**config.mk**
```make
export PLATFORM = sky130hd
export DESIGN_NAME = frame_scan_generator
export DESIGN_NICKNAME = d
export VERILOG_FILES = /design/src/rtl/frame_pkg.sv /design/src/rtl/frame_rd_pipe.sv /design/src/rtl/frame_scan_generator.sv
export SDC_FILE = /design/constraint.sdc
export NUM_CORES = 1
export LEC_CHECK = 0
export CORE_AREA = 2 2 118 120
export DETAILED_ROUTE_END_ITERATION = 7
export DIE_AREA = 0 0 120 122
export GPL_ROUTABILITY_DRIVEN = 0
export PLACE_DENSITY = 0.74
export SLEW_MARGIN = 25
export SYNTH_ARGS = -nofsm -noshare
export SYNTH_HDL_FRONTEND = slang
export SYNTH_HIERARCHICAL = 1
export SYNTH_SLANG_ARGS = --single-unit
```
**constraint.sdc**
```tcl
create_clock -name clk -period 1.6 [get_ports clk]
set_clock_uncertainty 0.05 [all_clocks]
set_input_delay 0.32 -clock clk [delete_from_list [all_inputs] [get_ports clk]]
set_output_delay 0.32 -clock clk [all_outputs]
set_load 0.005 [all_outputs]
```
**src/rtl/frame_pkg.sv**
```systemverilog
// Shared frame geometry, widths and scan FSM states for the frame scan path.
package frame_pkg;

   localparam int FRAME_W      = 320;
   localparam int FRAME_H      = 240;
   localparam int FRAME_PIXELS = FRAME_W * FRAME_H;
   localparam int ADDR_W       = 17;
   localparam int PIX_W        = 12;
   localparam int X_W          = 9;
   localparam int Y_W          = 8;
   localparam int CNT_W        = 16;

   // Address presented outside the active scan (one past the last pixel).
   localparam logic [ADDR_W-1:0] END_ADDR = ADDR_W'(FRAME_PIXELS);

   typedef enum logic [2:0] {
      IDLE,
      VSYNC,
      SCAN,
      DRAIN,
      BLANK
   } state_t;

endpackage

```
**src/rtl/frame_rd_pipe.sv**
```systemverilog
// Delay line carrying {valid, address} alongside the BRAM read so that the
// address pops out in the same cycle as the data it fetched.
module frame_rd_pipe
   import frame_pkg::*;
#(
   parameter int RD_LATENCY = 1
) (
   input  logic              clk,
   input  logic              resetn,
   input  logic              valid_i,
   input  logic [ADDR_W-1:0] addr_i,
   output logic              valid_o,
   output logic [ADDR_W-1:0] addr_o
);

   logic [RD_LATENCY-1:0]             vld_pipe;
   logic [RD_LATENCY-1:0][ADDR_W-1:0] addr_pipe;

   // Shift register; reset flushes every in-flight read.
   always_ff @(posedge clk) begin
      if (!resetn) begin
         vld_pipe  <= '0;
         addr_pipe <= '0;
      end else begin
         vld_pipe[0]  <= valid_i;
         addr_pipe[0] <= addr_i;
         for (int i = 1; i < RD_LATENCY; i++) begin
            vld_pipe[i]  <= vld_pipe[i-1];
            addr_pipe[i] <= addr_pipe[i-1];
         end
      end
   end

   assign valid_o = vld_pipe[RD_LATENCY-1];
   assign addr_o  = addr_pipe[RD_LATENCY-1];

endmodule

```
**src/rtl/frame_scan_generator.sv**
```systemverilog
// Walks the frame buffer once per frame and emits an aligned
// {vsync, address, frame_pixel, x, y} stream for the marker detectors.
module frame_scan_generator
   import frame_pkg::*;
#(
   parameter int H_ACTIVE     = FRAME_W,
   parameter int V_ACTIVE     = FRAME_H,
   parameter int VSYNC_CYCLES = 4,
   parameter int BLANK_CYCLES = 16,
   parameter int RD_LATENCY   = 1
) (
   input  logic              clk,
   input  logic              resetn,
   input  logic              enable,
   input  logic              pix_tick,
   output logic              bram_en,
   output logic [ADDR_W-1:0] bram_addr,
   input  logic [PIX_W-1:0]  bram_dout,
   output logic              vsync,
   output logic [ADDR_W-1:0] address,
   output logic [PIX_W-1:0]  frame_pixel,
   output logic              pixel_valid,
   output logic [X_W-1:0]    x,
   output logic [Y_W-1:0]    y,
   output logic              frame_done,
   output logic [CNT_W-1:0]  frame_count
);

   localparam logic [ADDR_W-1:0] END_A     = ADDR_W'(H_ACTIVE * V_ACTIVE);
   localparam logic [ADDR_W-1:0] LAST_ADDR = ADDR_W'(H_ACTIVE * V_ACTIVE - 1);
   localparam logic [X_W-1:0]    X_LAST    = X_W'(H_ACTIVE - 1);
   localparam logic [CNT_W-1:0]  VS_LAST   = CNT_W'(VSYNC_CYCLES - 1);
   localparam logic [CNT_W-1:0]  BL_LAST   = CNT_W'(BLANK_CYCLES - 1);

   state_t             state_q;
   logic [CNT_W-1:0]   cnt_q;
   logic [ADDR_W-1:0]  rd_ptr_q;
   logic               bram_en_q, vsync_q, frame_done_q;
   logic [ADDR_W-1:0]  bram_addr_q;
   logic [CNT_W-1:0]   frame_count_q;

   logic [ADDR_W-1:0]  address_q;
   logic [PIX_W-1:0]   frame_pixel_q;
   logic               pixel_valid_q;
   logic [X_W-1:0]     x_q, col_q;
   logic [Y_W-1:0]     y_q, row_q;

   logic               pipe_vld;
   logic [ADDR_W-1:0]  pipe_addr;
   logic               last_out;

   // The final pixel of the frame is on the outputs this cycle.
   assign last_out = (state_q == DRAIN) && pixel_valid_q && (address_q == LAST_ADDR);

   frame_rd_pipe #(.RD_LATENCY(RD_LATENCY)) u_rd_pipe (
      .clk     (clk),
      .resetn  (resetn),
      .valid_i (bram_en_q),
      .addr_i  (bram_addr_q),
      .valid_o (pipe_vld),
      .addr_o  (pipe_addr)
   );

   // Frame sequencer: vsync, read issue, drain, blanking, frame accounting.
   always_ff @(posedge clk) begin
      if (!resetn) begin
         state_q       <= IDLE;
         cnt_q         <= '0;
         rd_ptr_q      <= '0;
         bram_en_q     <= 1'b0;
         bram_addr_q   <= '0;
         vsync_q       <= 1'b0;
         frame_done_q  <= 1'b0;
         frame_count_q <= '0;
      end else begin
         bram_en_q    <= 1'b0;
         frame_done_q <= 1'b0;
         case (state_q)
            IDLE: begin
               vsync_q     <= 1'b0;
               bram_addr_q <= '0;
               if (enable) begin
                  state_q <= VSYNC;
                  vsync_q <= 1'b1;
                  cnt_q   <= '0;
               end
            end
            VSYNC: begin
               rd_ptr_q <= '0;
               if (cnt_q == VS_LAST) begin
                  vsync_q <= 1'b0;
                  cnt_q   <= '0;
                  state_q <= SCAN;
               end else begin
                  cnt_q <= cnt_q + 16'd1;
               end
            end
            SCAN: begin
               if (pix_tick) begin
                  bram_en_q   <= 1'b1;
                  bram_addr_q <= rd_ptr_q;
                  rd_ptr_q    <= rd_ptr_q + 17'd1;
                  if (rd_ptr_q == LAST_ADDR) state_q <= DRAIN;
               end
            end
            DRAIN: begin
               if (last_out) begin
                  frame_done_q  <= 1'b1;
                  frame_count_q <= frame_count_q + 16'd1;
                  cnt_q         <= '0;
                  state_q       <= BLANK;
               end
            end
            BLANK: begin
               if (cnt_q == BL_LAST) begin
                  cnt_q <= '0;
                  if (enable) begin
                     state_q <= VSYNC;
                     vsync_q <= 1'b1;
                  end else begin
                     state_q <= IDLE;
                  end
               end else begin
                  cnt_q <= cnt_q + 16'd1;
               end
            end
            default: state_q <= IDLE;
         endcase
      end
   end

   // Output stage: capture data with its delayed address and step x/y.
   always_ff @(posedge clk) begin
      if (!resetn) begin
         address_q     <= END_A;
         frame_pixel_q <= '0;
         pixel_valid_q <= 1'b0;
         x_q           <= '0;
         y_q           <= '0;
         col_q         <= '0;
         row_q         <= '0;
      end else begin
         pixel_valid_q <= 1'b0;
         if (state_q == VSYNC) begin
            col_q <= '0;
            row_q <= '0;
         end
         if (state_q == IDLE) begin
            frame_pixel_q <= '0;
            x_q           <= '0;
            y_q           <= '0;
         end
         if (pipe_vld) begin
            address_q     <= pipe_addr;
            frame_pixel_q <= bram_dout;
            pixel_valid_q <= 1'b1;
            x_q           <= col_q;
            y_q           <= row_q;
            if (col_q == X_LAST) begin
               col_q <= '0;
               row_q <= row_q + 8'd1;
            end else begin
               col_q <= col_q + 9'd1;
            end
         end
         if (last_out) address_q <= END_A;
      end
   end

   assign bram_en     = bram_en_q;
   assign bram_addr   = bram_addr_q;
   assign vsync       = vsync_q;
   assign address     = address_q;
   assign frame_pixel = frame_pixel_q;
   assign pixel_valid = pixel_valid_q;
   assign x           = x_q;
   assign y           = y_q;
   assign frame_done  = frame_done_q;
   assign frame_count = frame_count_q;

endmodule

```
==> reports/metrics.cfg <==
[global_route]
gr-total-overflow=0
grt_use_total_pct=25.8
antenna_found_initial=0
grt_pass1_vias=6152
grt_pass1_wl_mm=30.1
grt_max_degree=43

[clocking]
h-tree-depth=4
clk-insertion-delay-late_ns=0.43
cts_tree=yes
cts_buffers=17
clockRootBuffer=clkbuf_16
clk_pin_slew_worst_paths_ns=0.06
clock_sinks=154
cts.path.max_buffers=2

[floorplan]
core-area_um2=13500
fp.dieH_um=122
dieWidth_um=120
start_util_pct=46.7
io-pin-count=99
core.rowCount=43
die-area_um2=14600

[power]
p_leak_nw=4.37
p_per_area_nw_per_um2=1020
ir_drop_v=0.000722
power_w=0.0104

[layout]
register_area_um2=3150
num-nets-final=953
antenna_cells=0
syn2layout_area_growth_pct=61.3
multi_input_area_um2=3710
drive_gt1_share_pct=40.5
fillers=868

[synth]
synth_edf_count=0
synthFlopType=dfxtp_1
yosysMostFrequentCell=dfxtp_1
synthCells=680
synth.top_cells.by_count=dfxtp_1, nor2_1, nand2_1, nand3_1
seq_area_frac_synth_pct=48.9
yosysWarnings=6
ys_ff_latch=154
synth_top_area_share_pct=48.9
synth_top_cell_by_area=dfxtp_1
synth.distinct_cells=62
syn_area_um2=6310
async_reset_ff_share_pct=0
syn_nets=701
synthTopCellsByArea=dfxtp_1, nor2_1, mux2i_1
avgSynthCellArea_um2=9.28

[sta]
setup_ws_ns=-0.288
setup-tns-final_ns=-10.40
rsz0062_at_grt=true
min_period_ns=1.89
drv_slew=0
finalCritPeriodShare_pct=118
tightest_slew_ns=0.451
relSlewSlack_pct=69.8
final_hold_viol_count=0
fmax_mhz=530
setup_viol=87

[hold_path]
whs_endpoint=x[3]$_SDFFE_PN0P_
hp-class=flop to flop
hold_path_startpoint=x[3]$_SDFFE_PN0P_
hold_depth=1

[place]
port_buffers=98
dpl_worst_slack_ns=-0.440
hpwl_mm=12.1

[worst_setup_path]
cp.required_ns=1.85
cp_data_arrival_time_ns=2.14
cp-start-kind=flop
path_class=flop to flop
critPathMostFrequentCell=nand3_2
rr_worst_depth=7
path_cells=nor4_4 > nand3_2 > o311a_4 > buf_8 > buf_4 > nand3_2 > o211ai_1
rrSetupSlack_ns=-0.29
worstPathMaxFanout=7
endpoint_kind=flop
reg2reg_from=cnt_q[7]$_SDFFE_PN0P_
reg2reg_to=cnt_q[8]$_SDFFE_PN0P_
cp_slowest_stage_delay_ns=0.43
crit_slowest_cell=o311a_4

[route]
drtAntennaViolNets=0
drt_iter0_markers=460
drt-pass1-iter-count=5
routed_wl_mm=20.2
viasPerCell=5.69
wl_per_cell_um=18.0
drc_errors=0
vias=6404

[run_status]
failed_checks=setup timing
status=finished with violations

[job]
cap_violations=0

-- layout make-up --
type                    instances  area share (%)
multi-input cells             476            36.5
flip-flops and latches        154            31.0
repair buffers                270            24.1
clock buffers                  22            4.36
well taps                     180            2.21
clock inverters                10            1.40
inverters                      13           0.479
-- metrics by stage --
| stage | instances | util [%] | area, µm² | hold WS [ns] |
|---|---|---|---|---|
| after floorplan | 680 | - | 6470 | 0.389 |
| after global placement | 1045 | 62.9 | 8490 | 0.395 |
| after detailed placement | 1045 | 62.9 | 8490 | 0.406 |
| after CTS | 1105 | 71.3 | 9630 | 0.418 |
| after global routing | 1125 | 75.4 | 10200 | 0.440 |
| final | 1125 | 75.4 | 10200 | 0.419 |
-- metal layers --
metal	wire length [µm]	up-vias	GRT usage, %
met4	552	0	9.49
met3	1020	52	5.71
met2	10600	257	45.9
met5	0	-	0
met1	8110	3144	30.4
li1	-	2951	-
-- cell usage in the layout (no fill, tap or decap), drive strengths merged, types with 24 or more instances in the layout --
master       instances
nand3               32
a22o                24
dlygate4sd2         80
a21oi               26
nor2                91
buf                172
and2                24
nand2               43
dfxtp              154
clkbuf              25
-- what timing repair did --
item	CTS	global route
setup buffers	28	20
pin swaps	70	55
gates cloned	2	1
setup endpoints to repair	173	127
gates resized for setup	196	103
hold buffers	0	0
-- sequential cells by signal (all words and copies together), names as in the netlist --
| signal | flops |
|---|---|
| row_q | 8 |
| state_q | 3 |
| frame_done | 1 |
| x | 9 |
| frame_pixel | 12 |
| address | 17 |
| y | 8 |
| col_q | 9 |
| u_rd_pipe/valid_o | 1 |
| bram_addr | 17 |
| cnt_q | 16 |
| u_rd_pipe/addr_o | 17 |
| pixel_valid | 1 |
| bram_en | 1 |
| rd_ptr_q | 17 |
| vsync | 1 |
| frame_count | 16 |
-- cells by family (layout without fill, tap and decap cells) --
family | after synthesis | after routing | share of synthesized area, %
muxes | 23 | 23 | 3.67
and+or+nand+nor | 281 | 281 | 23.3
DFF | 154 | 154 | 48.9
AOI/OAI and AO/OA | 136 | 136 | 15.2
buffers and inverters | 50 | 315 | 3.73
adders and majority gates | 5 | 5 | 0.991
xor gates and xnor gates | 31 | 31 | 4.30
-- report_power, final --
part           internal, W  switching, W  leakage, nW
clock network      0.00246       0.00160        0.283
logic              0.00111       0.00126         2.82
registers          0.00391     0.0000705         1.26
total              0.00748       0.00293         4.37
-- worst max path at each step --
stage	endpoint	cells after the start	slack, ns	from
floorplan	cnt_q[5]$_SDFFE_PN0P_	6	-0.14	cnt_q[2]$_SDFFE_PN0P_
global placement	rd_ptr_q[14]$_SDFFE_PN0P_	6	-0.40	pix_tick
detailed placement	rd_ptr_q[14]$_SDFFE_PN0P_	6	-0.44	pix_tick
CTS	cnt_q[13]$_SDFFE_PN0P_	7	-0.18	state_q[0]$_SDFFE_PN0P_
global route	cnt_q[6]$_SDFFE_PN0P_	7	-0.34	state_q[2]$_SDFFE_PN0P_
finish	cnt_q[8]$_SDFFE_PN0P_	7	-0.29	cnt_q[7]$_SDFFE_PN0P_
-- worst max-delay path: cells and delay by family, from the launching register on --
kind	cells	cell delay [ns]
buf+inv	2	0.28
simple gates	3	0.60
compound gates	2	0.51
flops	1	0.33
(Power assumes the default switching activity.)
